$ cat src/rtl/rsa_byte_ctrl_pkg.sv
// Shared constants and state encoding for the RSA byte-stream front end.
package rsa_byte_ctrl_pkg;

    localparam int unsigned BYTE_W   = 8;
    localparam int unsigned OP_WIDTH = 256;
    localparam int unsigned NBYTES   = OP_WIDTH / BYTE_W;

    localparam logic [2:0] ST_LOAD_N = 3'd0;
    localparam logic [2:0] ST_LOAD_E = 3'd1;
    localparam logic [2:0] ST_LOAD_M = 3'd2;
    localparam logic [2:0] ST_START  = 3'd3;
    localparam logic [2:0] ST_HOLD   = 3'd4;
    localparam logic [2:0] ST_WAIT   = 3'd5;
    localparam logic [2:0] ST_SEND   = 3'd6;

    function automatic logic is_load_state(input logic [2:0] s);
        return (s == ST_LOAD_N) || (s == ST_LOAD_E) || (s == ST_LOAD_M);
    endfunction

endpackage

$ cat src/rtl/rsa_byte_shreg.sv
// WIDTH-bit register that shifts a byte in at the LSB end, with an optional
// parallel load (parallel load wins when both are requested).
module rsa_byte_shreg
    import rsa_byte_ctrl_pkg::*;
#(
    parameter int WIDTH = OP_WIDTH
) (
    input  logic             clk,
    input  logic             rst,
    input  logic             shift_en,
    input  logic [7:0]       byte_in,
    input  logic             load_en,
    input  logic [WIDTH-1:0] load_data,
    output logic [WIDTH-1:0] q
);

    always_ff @(posedge clk or posedge rst) begin
        if (rst) begin
            q <= '0;
        end else if (load_en) begin
            q <= load_data;
        end else if (shift_en) begin
            q <= {q[WIDTH-BYTE_W-1:0], byte_in};
        end
    end

endmodule

$ cat src/rtl/rsa_byte_ctrl.sv
// Byte-stream front end for the modular-exponentiation core: loads N, e, M
// big-endian, starts the core, streams S back. KEY_REUSE_EN keeps N/e loaded.
module rsa_byte_ctrl
    import rsa_byte_ctrl_pkg::*;
#(
    parameter int WIDTH = OP_WIDTH
) (
    input  logic             clk,
    input  logic             rst,
    input  logic [7:0]       in_data,
    input  logic             in_valid,
    output logic             in_ready,
    output logic [7:0]       out_data,
    output logic             out_valid,
    input  logic             out_ready,
    output logic             core_start,
    input  logic             core_ready,
    output logic [WIDTH-1:0] core_N,
    output logic [WIDTH-1:0] core_e,
    output logic [WIDTH-1:0] core_M,
    input  logic [WIDTH-1:0] core_S,
    output logic             busy,
    output logic [2:0]       state_dbg
);

    localparam int NB    = WIDTH / BYTE_W;
    localparam int CNT_W = (NB > 1) ? $clog2(NB) : 1;
    localparam logic [CNT_W-1:0] CNT_LAST = CNT_W'(NB - 1);

`ifdef KEY_REUSE_EN
    localparam logic [2:0] ST_AFTER_SEND = ST_LOAD_M;
`else
    localparam logic [2:0] ST_AFTER_SEND = ST_LOAD_N;
`endif

    logic [2:0]       state;
    logic [CNT_W-1:0] cnt;
    logic [WIDTH-1:0] s_q;
    logic             in_fire;
    logic             out_fire;
    logic             cnt_last;

    // Both byte ports: a byte moves on a clock edge where valid && ready;
    // the sender holds data stable until then, the receiver may stall freely.
    assign in_ready  = is_load_state(state);
    assign in_fire   = in_valid && in_ready;
    assign out_valid = (state == ST_SEND);
    assign out_fire  = out_valid && out_ready;
    assign out_data  = s_q[WIDTH-1 -: BYTE_W];
    assign cnt_last  = (cnt == CNT_LAST);
    assign state_dbg = state;

    always_ff @(posedge clk or posedge rst) begin
        if (rst) begin
            state      <= ST_LOAD_N;
            cnt        <= '0;
            core_start <= 1'b0;
            busy       <= 1'b0;
        end else begin
            case (state)
                ST_LOAD_N, ST_LOAD_E, ST_LOAD_M: begin
                    if (in_fire) begin
                        if (cnt_last) begin
                            cnt <= '0;
                            if (state == ST_LOAD_N) begin
                                state <= ST_LOAD_E;
                            end else if (state == ST_LOAD_E) begin
                                state <= ST_LOAD_M;
                            end else begin
                                // Registered start so it is high exactly during START.
                                state      <= ST_START;
                                core_start <= 1'b1;
                                busy       <= 1'b1;
                            end
                        end else begin
                            cnt <= cnt + 1'b1;
                        end
                    end
                end
                ST_START: begin
                    core_start <= 1'b0;
                    state      <= ST_HOLD;
                end
                // The core's ready is registered and still reads 1 here.
                ST_HOLD: state <= ST_WAIT;
                ST_WAIT: begin
                    if (core_ready) begin
                        state <= ST_SEND;
                    end
                end
                ST_SEND: begin
                    if (out_fire) begin
                        if (cnt_last) begin
                            cnt   <= '0;
                            busy  <= 1'b0;
                            state <= ST_AFTER_SEND;
                        end else begin
                            cnt <= cnt + 1'b1;
                        end
                    end
                end
                default: begin
                    state      <= ST_LOAD_N;
                    cnt        <= '0;
                    core_start <= 1'b0;
                    busy       <= 1'b0;
                end
            endcase
        end
    end

    rsa_byte_shreg #(.WIDTH(WIDTH)) u_n_reg (
        .clk       (clk),
        .rst       (rst),
        .shift_en  (in_fire && (state == ST_LOAD_N)),
        .byte_in   (in_data),
        .load_en   (1'b0),
        .load_data ('0),
        .q         (core_N)
    );

    rsa_byte_shreg #(.WIDTH(WIDTH)) u_e_reg (
        .clk       (clk),
        .rst       (rst),
        .shift_en  (in_fire && (state == ST_LOAD_E)),
        .byte_in   (in_data),
        .load_en   (1'b0),
        .load_data ('0),
        .q         (core_e)
    );

    rsa_byte_shreg #(.WIDTH(WIDTH)) u_m_reg (
        .clk       (clk),
        .rst       (rst),
        .shift_en  (in_fire && (state == ST_LOAD_M)),
        .byte_in   (in_data),
        .load_en   (1'b0),
        .load_data ('0),
        .q         (core_M)
    );

    // Result register: captured once from the core, then drained MSB byte first.
    rsa_byte_shreg #(.WIDTH(WIDTH)) u_s_reg (
        .clk       (clk),
        .rst       (rst),
        .shift_en  (out_fire),
        .byte_in   (8'h00),
        .load_en   ((state == ST_WAIT) && core_ready),
        .load_data (core_S),
        .q         (s_q)
    );

endmodule

$ cat config.mk
export PLATFORM = sky130hd
export DESIGN_NAME = rsa_byte_ctrl
export DESIGN_NICKNAME = d
export VERILOG_FILES = /design/src/rtl/rsa_byte_ctrl_pkg.sv /design/src/rtl/rsa_byte_shreg.sv /design/src/rtl/rsa_byte_ctrl.sv
export SDC_FILE = /design/constraint.sdc
export NUM_CORES = 2
export LEC_CHECK = 0
export CAP_MARGIN = 20
export CORE_AREA = 2 2 410 412
export DETAILED_ROUTE_END_ITERATION = 8
export DIE_AREA = 0 0 412 414
export GPL_TIMING_DRIVEN = 0
export HOLD_SLACK_MARGIN = 0.15
export PLACE_DENSITY_LB_ADDON = 0.12
export SETUP_SLACK_MARGIN = 0.4
export SLEW_MARGIN = 20
export SYNTH_ARGS = -nofsm -noshare
export SYNTH_HDL_FRONTEND = slang
export SYNTH_SLANG_ARGS = --single-unit
$ cat constraint.sdc
create_clock -name clk -period 48.2 [get_ports clk]
set_input_delay 9.64 -clock clk [delete_from_list [all_inputs] [get_ports clk]]
set_output_delay 9.64 -clock clk [all_outputs]
set_load 0.05 [all_outputs]
==> results.sh <==
export IMPL_switching_power_uw=1150
export IMPL_crit_buf_inv=3
export IMPL_synth_main_ff_cell="dfrtp_1"
export IMPL_grt_pass1_vias=29100
export IMPL_swShare_pct=37.1
export IMPL_cp_top_family="buffers and inverters"
export IMPL_worst_skew_pair_late_latency_ps=760
export IMPL_finalMaxSlewViolations=0
export IMPL_first_pass_iters=5
export IMPL_hpwl_um=118000
export IMPL_final_core_util_pct=35.5
export IMPL_fin_cells=6324
export IMPL_synth_fp_nets=3094
export IMPL_ir_drop_mv=0.0437
export IMPL_crit_fanout=10
export IMPL_yosysWarnings=0
export IMPL_hold_class="reg2reg"
export IMPL_h_tree_depth=3
export IMPL_critPathLaunchType="flip-flop"
export IMPL_cts_resized=0
export IMPL_finalHoldViolCount=0
export IMPL_reg2reg_depth=6
export IMPL_fp_dieW_um=412
export IMPL_cp_required_ps=38560
export IMPL_yosysMostFrequentCell="dfrtp_1"
export IMPL_drc=0
export IMPL_synth_seq_area_share_pct=62.9
export IMPL_drt_total_wl_um=153000
export IMPL_antenna_found_initial=21
export IMPL_syn_area_um2=41100
export IMPL_internal_power_uw=1940
export IMPL_synth_edf_count=0
export IMPL_critPathKind="reg2out"
export IMPL_initialDrtViolationCount=1307
export IMPL_drive_gt1_share_pct=25.9
export IMPL_fin_tns_setup_ps=0
export IMPL_numPortBuffers=1051
export IMPL_grt_util_all_layers_pct=17.5
export IMPL_fmax_mhz=82.1
export IMPL_postCtsSetupBuffers=0
export IMPL_powerDensity_nw_per_um2=52.4
export IMPL_synth_seq_cells=1034
export IMPL_fin_crit_sh_pct=25.3
export IMPL_cts_sinks=1034
export IMPL_synthDistinctLibCells=33
export IMPL_start_util_pct=24.7
export IMPL_synth_top_cell_by_area="dfrtp_1"
export IMPL_max_clock_path_buffers=3
export IMPL_syn_area_per_cell_um2=14.6
export IMPL_top_level_ports=1052
export IMPL_tightestPinTransition_ps=816
export IMPL_vias_per_cell=4.38
export IMPL_grt_first_pass_wirelength_um=219000
export IMPL_hold_depth=1
export IMPL_synth_cells=2823
export IMPL_die_h_um=414
export IMPL_maxCapViolations=0
export IMPL_power_frac_clock_pct=30.8
export IMPL_holdWs_ps=487
export IMPL_fin_skew_ps=74.3
export IMPL_yosys_top_cells_count="dfrtp_1, mux2_2, mux2i_1, o21ai_0, nand3_1"
export IMPL_seq_power_share_pct=36.4
export IMPL_cp_depth=4
export IMPL_hold_buffers=0
export IMPL_dieArea_um2=171000
export IMPL_rows=150
export IMPL_worstSetupEndpointType="primary output"
export IMPL_core_area_um2=166000
export IMPL_crit_chain="buf_2 -> inv_1 -> nor2_1 -> clkdlybuf4s50_1"
export IMPL_nNetsFinal=4281
export IMPL_async_flop_share_pct=100
export IMPL_combPwrFrac_pct=32.8
export IMPL_rsz0062_at_grt="no"
export IMPL_grt_overflow_total=0
export IMPL_syn2layout_area_growth_pct=43.3
export IMPL_clockRootBuffer="clkbuf_16"
export IMPL_cts_clk_slew_worst_paths_ps=60
export IMPL_numPlacedInstances=6091
export IMPL_synth_area_leaders="dfrtp_1, mux2_2, mux2i_1"
export IMPL_crit_slowest_cell="clkdlybuf4s50_1"
export IMPL_maxSlewHeadroom_pct=45.4
export IMPL_cts_made_buffers=121
export IMPL_place_congestion=0.795
export IMPL_grt_max_degree=94
export IMPL_setup_viol=0
export IMPL_final_antenna_net_count=0
export IMPL_timing_final_crit_period_ps=12180
export IMPL_synth_top_cell_area_share_pct=62.9
export IMPL_total_leakage_power_uw=0.0260
export IMPL_critPathMaxStageDelay_ps=940
export IMPL_worstPathArrival_ps=2540
export IMPL_cts_tree="built"
export IMPL_vias=27700
export IMPL_post_drt_wl_per_cell_um=24.1
export IMPL_outcome="completed"
[stage by stage]
step	area [um2]	total power, uW	setup WS (ps)
floorplan	41100	1760	9460
global placement	54400	2170	-6670
detailed placement	54800	2170	35860
CTS	58900	3150	35910
global route	58900	3250	35880
finish	59000	3090	36020
[worst reg2reg max path: stages (launching register included)]
cell	delay (ps)
dfrtp_1	440
nand2b_1	160
buf_2	170
nor3b_4	600
buf_2	400
buf_4	340
mux2_2	390
[area by class of cell]
class | instances | area [um2]
fill | 16500 | 107000
sequential | 1034 | 25900
multi-input combinational | 1573 | 14000
timing repair buffer | 1064 | 10900
clock buffer | 185 | 3630
tap | 2204 | 2760
buffer | 209 | 1190
clock inverter | 37 | 528
inverter | 7 | 33.8
antenna | 11 | 27.5
[routing by layer]
metal	part of all wire (%)	GRT usage (%)
met1	40	20.6
met2	50	30.3
met3	7.6	5.61
met4	2.3	4.82
met5	0.043	0
[power groups by stage]
stage / clock network, uW / registers, uW / logic, uW
6_report: 951 / 1120 / 1010
5_1_grt: 1020 / 1150 / 1080
4_1_cts: 988 / 1130 / 1030
3_5_place_dp: 0 / 1140 / 1030
3_3_place_gp: 0 / 1140 / 1030
2_1_floorplan: 0 / 1380 / 377
[flip-flops by register name (all words and copies together), names as in the netlist]
register / count
cnt: 5
busy: 1
u_s_reg.q: 256
u_m_reg.q: 256
state_dbg: 3
core_start: 1
u_e_reg.q: 256
u_n_reg.q: 256
[cells by family after synthesis]
group / Yosys count / share of synthesized area, %
compound gates: 273 / 3.47
flops: 1034 / 62.9
mux: 1019 / 27.1
simple gates: 279 / 3.47
buf+inv: 216 / 2.97
fa+ha+maj: 2 / 0.0608
[worst paths after layout]
check / slack, ps / end / startpoint
worst max-delay path: 36020 / out_valid / state_dbg[2]
worst min-delay path: 490 / u_e_reg.q[255] / u_e_reg.q[255]
worst max register to register: 45590 / u_e_reg.q[254] / state_dbg[2]
worst min register to register: 490 / u_e_reg.q[255] / u_e_reg.q[255]
max in group asynchronous: 36740 / u_e_reg.q[177] / rst
min in group asynchronous: 9330 / u_m_reg.q[253] / rst
[cell usage in the layout, fill, tap and decap left out, types with 11 or more instances in the layout]
cell type	count
o21ai_0	251
dfrtp_1	1034
clkbuf_16	122
clkinv_2	22
diode_2	11
clkbuf_1	110
mux2i_1	251
mux2_2	725
nand3_1	249
buf_16	13
clkbuf_8	34
buf_2	69
buf_6	27
mux2_1	43
clkdlybuf4s50_1	1051
buf_4	32
(Power assumes the default switching activity.)
